## src/rtl/merge_rr_arbiter.sv

```systemverilog
// Two-input round-robin arbiter feeding the merge stage: one output register,
// strict alternation under contention, and saturating per-port grant counters.
module merge_rr_arbiter #(
    parameter int WIDTH = 8,
    parameter int CNT_W = 16
) (
    input  logic             clk,
    input  logic             rst_n,
    input  logic             in1_valid,
    output logic             in1_ready,
    input  logic [WIDTH-1:0] in1_data,
    input  logic             in2_valid,
    output logic             in2_ready,
    input  logic [WIDTH-1:0] in2_data,
    output logic             out_valid,
    input  logic             out_ready,
    output logic [1:0]       out_sel,
    output logic [WIDTH-1:0] out_data,
    output logic [CNT_W-1:0] grant1_cnt,
    output logic [CNT_W-1:0] grant2_cnt
);

    typedef enum logic [1:0] {
        GRANT_NONE = 2'd0,
        GRANT_P1   = 2'd1,
        GRANT_P2   = 2'd2
    } grant_t;

    grant_t last_grant;
    grant_t grant;
    logic   load_en;

    assign load_en = !out_valid || out_ready;

    // Grant is held off during reset so no ready can pulse while rst_n is low.
    always_comb begin
        grant = GRANT_NONE;
        if (rst_n && load_en) begin
            if (in1_valid && in2_valid) begin
                grant = (last_grant == GRANT_P1) ? GRANT_P2 : GRANT_P1;
            end else if (in1_valid) begin
                grant = GRANT_P1;
            end else if (in2_valid) begin
                grant = GRANT_P2;
            end
        end
    end

    assign in1_ready = (grant == GRANT_P1);
    assign in2_ready = (grant == GRANT_P2);

    always_ff @(posedge clk or negedge rst_n) begin
        if (!rst_n) begin
            out_valid  <= 1'b0;
            out_sel    <= 2'd0;
            out_data   <= '0;
            last_grant <= GRANT_P2;
            grant1_cnt <= '0;
            grant2_cnt <= '0;
        end else if (load_en) begin
            if (grant != GRANT_NONE) begin
                out_valid  <= 1'b1;
                out_sel    <= grant;
                out_data   <= (grant == GRANT_P1) ? in1_data : in2_data;
                last_grant <= grant;
                // Counters stick at all-ones rather than wrapping.
                if (grant == GRANT_P1 && grant1_cnt != {CNT_W{1'b1}}) begin
                    grant1_cnt <= grant1_cnt + 1'b1;
                end
                if (grant == GRANT_P2 && grant2_cnt != {CNT_W{1'b1}}) begin
                    grant2_cnt <= grant2_cnt + 1'b1;
                end
            end else begin
                out_valid <= 1'b0;
                out_sel   <= 2'd0;
            end
        end
    end

endmodule

```

## config.mk

```make
export PLATFORM = sky130hd
export DESIGN_NAME = merge_rr_arbiter
export DESIGN_NICKNAME = d
export VERILOG_FILES = /design/src/rtl/merge_rr_arbiter.sv
export SDC_FILE = /design/constraint.sdc
export NUM_CORES = 1
export LEC_CHECK = 0
export ABC_AREA = 0
export CORE_MARGIN = 8
export CORE_UTILIZATION = 46
export CTS_CLUSTER_SIZE = 12
export DETAILED_ROUTE_END_ITERATION = 8
export GPL_TIMING_DRIVEN = 0
export PLACE_DENSITY = 0.79
export SLEW_MARGIN = 20
export SYNTH_ARGS = -nofsm -noshare
export SYNTH_HDL_FRONTEND = slang
export SYNTH_SLANG_ARGS = --single-unit
```

## constraint.sdc

```tcl
create_clock -name clk -period 2.3 [get_ports clk]
set_input_delay 0.46 -clock clk [delete_from_list [all_inputs] [get_ports clk]]
set_output_delay 0.46 -clock clk [all_outputs]
set_load 0.02 [all_outputs]
```

**After elaboration in Yosys (flattened, before gate mapping)**

Index checks and enable logic that the tools add are counted.

- Memory bits (writable): 0
- Logic and storage cells: 31
- Flip-flop bits (word level): 45
- Output and inout bits: 45
- ROM bits: 0
- Bits in latches: 0
- Memories: 0

- Order comparisons: 0
- Reduce and logical (&&, ||, !) cells: 10
- Multiply operators: 0
- Add/subtract/negate cells: 2
- Equal/unequal tests: 5
- Divide/modulo/power cells: 0
- Shifts and indexed selects: 0
- Mux-type cells: 8
- Bitwise operators: 0

Operators with widths:

| cell | count |
|---|---|
| 16-bit by 1-bit adder with 16-bit output, second input constant | 2 |
| 16-bit inequality test, second input constant | 2 |
| 2-bit 2-to-1 mux | 6 |
| 8-bit 2-to-1 mux | 1 |
| 3-bit AND reduction | 2 |
| 2-bit by 1-bit equality test with 1-bit output, second input constant | 2 |
| 1-bit logical AND | 4 |
| 2-bit equality test, second input constant | 1 |
| 2-bit AND reduction | 1 |
| 2-bit nonzero test | 1 |
| 1-bit zero test | 1 |
| 1-bit logical OR | 1 |
| 1-bit 2-to-1 mux | 1 |

**Longest topological paths before layout**

- Depth in word-level cells: 7
- Depth in mapped cells: 7
- Gate-level depth less buffers: 6

**Worst setup path before layout**

OpenSTA, ideal clock, no wires.

- Path kind: reg2out
- Start point: reg last_grant[1]
- End point: out in1_ready
- Path buffers: 1
- Data required time: 1840 ps
- Stages on the path, launching flop included: 5
- Setup slack: 497 ps
- Arrival: 1343 ps
- Cells stage by stage: dfstp_2 > nand3b_1 > nand4_1 > inv_1 > buf_2

- Word-level cells in the longest chain between the ends: 5

RTL lines:

| element | RTL line | source |
|---|---|---|
| start, declared | 29 | `grant_t last_grant;` |
| start signal, assigned | 65 | `last_grant <= grant;` |
| 2-bit by 1-bit equality test with 1-bit output | 40 | `grant = (last_grant == GRANT_P1) ? GRANT_P2 : GRANT_P1;` |
| 2-bit 2-to-1 mux | 40 |  |
| 2-bit 2-to-1 mux | 39 | `if (in1_valid && in2_valid) begin` |
| 2-bit 2-to-1 mux | 38 | `if (rst_n && load_en) begin` |
| 2-bit by 1-bit equality test with 1-bit output | 49 | `assign in1_ready = (grant == GRANT_P1);` |
| end, declared | 10 | `output logic in1_ready,` |

No other way between the ends.

**Final worst setup path**

- Start point: in out_ready
- End point: out in2_ready

- Word-level cells in the longest chain between the ends: 4

RTL lines:

| element | RTL line | source |
|---|---|---|
| start, declared | 16 | `input logic out_ready,` |
| 1-bit logical OR | 33 | `assign load_en = !out_valid \|\| out_ready;` |
| 1-bit logical AND | 38 |  |
| 2-bit 2-to-1 mux | 38 |  |
| 2-bit equality test | 50 | `assign in2_ready = (grant == GRANT_P2);` |
| end, declared | 13 | `output logic in2_ready,` |

No other way between the ends.

==> metrics.txt <==
Die Y 83.3 um; Yosys reg bits 45; final wirelength 4420 um; Final setup viols 0; DRC 0; Fmax achieved 0.453 GHz; crit path launch type input port; Synth Instances 183; Mapped Area 2080 um^2; ys async rst share 100%; CTS tree yes; First-pass DRT Iterations 4; Hold Slack 0.0205 ns; Clock H-tree levels 2; top-area cell type share of the netlist area 52.9%; Power Density 821 nW/um^2; syn nets 206; Clk Latency, worst-skew pair 0.29 ns; Cell Area, Placed 2820 um^2; routability cong. 0.740; hold buffers post-CTS 0; post-layout util 68.1%; RSZ-0062 raised after global routing false; Synth area leaders dfrtp_1, xnor2_1, nand2_1; via density per instance 5.15; HP Class input port to asynchronous set/reset pin; Most used DFF post-synth dfrtp_1; Antenna Nets Post-Route 0; Tcrit/Tclk final 95.9%; Hold Fails Final Rpt 0; clock slew at reported path FFs 0.08 ns; Starting DRT DRC Count 40; Area Growth Syn to Fin 42.5%; max_slew headroom 76.6%; RR Startpoint grant2_cnt[0]; Mean Syn Cell Area 11.4 um^2; crit path capture type primary output; Worst Path Max Fanout 10; min Tclk post-route 2.21 ns; first-pass GRT wire length 7730 um; Die Footprint 6930 um^2; sequential-to-total area share from yosys stat 54.2%; most numerous cell in the Yosys netlist dfrtp_1; wire length per cell 14.2 um; FF/Latch Area 1130 um^2; Top Ports 66; post-route cell area 2970 um^2; CTS Root Cell clkbuf_8; status finished clean; list of most frequent post-synthesis cells dfrtp_1, nand2_1, xnor2_1, nand3_1, nand4_1; Final Max Tran Viols 0; initial antenna violation count 0; antenna fix cells 0; row count 24; area of the multi-input gates 917 um^2; crit path DAT 1.75 ns; clk sinks 45; fillers 339; max_cap viols 0; share of layout cells above drive strength 1 11.6%; CTS buffer count 5; clock skew 0.00619 ns; number of global-route vias before repair 1621; Tot GR Track Use 13.4%; Worst Slack Setup Final 0.0946 ns; WP data required 1.84 ns; DP Worst Slack -0.995 ns; Worst setup startpoint out_ready; fin nets 280; Worst Max-Slew Pin Slew 0.351 ns; Worst Setup Path Type input port to primary output; grt ovf 0; largest net degree at the start of global routing 27; synthesis warning total 0; PnR Total Power 2440 uW; EDFF count, synth 0; IO Port Bufs 65; leading area contributor after synthesis dfrtp_1; Initial Util 47.8%; maximum vdd drop 611 uV; die span in x 83.3 um; dpl hpwl 3450 um; Max Buffers Root-to-Sink 2; Placeable Area 4350 um^2; total number of vias 1595; P_leak 0.00123 uW; library cells used by synthesis 34
power by group:
| part | switching [uW] | total, uW | internal (uW) |
|---|---|---|---|
| combinational | 370 | 767 | 396 |
| clock | 247 | 601 | 354 |
| sequential | 132 | 1070 | 937 |
timing repair:
action                                 CTS  global route
gates resized for setup                  9             4
endpoints found under the hold margin    0             0
cloned                                   0             0
setup endpoints to repair                2             2
buffers inserted                         2             0
pin swaps                                1             0
sequential cells by signal (all words and copies together), names as in the netlist:
signal / count
grant1_cnt: 16
out_valid: 1
last_grant: 2
grant2_cnt: 16
out_data: 8
out_sel: 2
placed cells by master, fill, tap and decap left out, drive strengths merged, types with 2 or more instances in the layout:
cell / instances
nand2: 24
a211oi: 2
mux2i: 8
xor2: 4
dfrtp: 44
and3: 6
ha: 2
nand3: 12
mux2: 6
and4: 3
nor2: 6
clkbuf: 7
o21ai: 11
nand2b: 4
xnor2: 22
clkdlybuf4s15: 2
buf: 7
clkdlybuf4s50: 62
nand4: 12
layer usage:
metal / GRT usage, % / wire [um]
met1: 16.0 / 1950
met2: 21.0 / 2070
met3: 5.76 / 345
met4: 4.31 / 57
met5: 0 / 0
worst paths after layout:
check                                     end  slack (ns)  cells after the start
worst min-delay path              out_data[7]        0.02                      1
max in group asynchronous       last_grant[1]        1.81                      2
min in group clk                   out_sel[0]        0.49                      2
worst max-delay path                in2_ready        0.09                      5
worst min register to register     out_sel[0]        0.49                      2
worst max register to register  grant2_cnt[8]        0.49                      7
through the flow:
step	cells	setup TNS, ns
after CTS	310	0
after global routing	310	0
after global placement	300	-110.70
after detailed placement	301	-8.18
after floorplan	183	0
final	310	0
worst max-delay path: stages:
cell and delay, ns:
clkdlybuf4s50_1 0.49, nor2b_2 0.08, a211oi_4 0.25, buf_6 0.18, clkdlybuf4s15_2 0.27
logic make-up (layout without fill, tap and decap cells):
logic type	count (synthesis)	count (layout)	share of synthesized area, %
muxes	14	14	7.10
buffers and inverters	6	81	1.86
and+or+nand+nor	72	72	17.8
DFF	45	45	54.2
xor gates and xnor gates	26	26	10.9
adders and majority gates	2	2	1.20
AOI/OAI and AO/OA	18	18	6.92
layout make-up:
class / count / share of cell area (%)
well taps: 52 / 2.19
repair buffers: 68 / 23.5
flip-flops and latches: 45 / 38.0
clock buffers: 7 / 2.91
multi-input cells: 132 / 30.9
inverters: 2 / 0.422
clock inverters: 1 / 1.01
plain buffers: 3 / 1.01
Power figures use the tool's default switching activity.
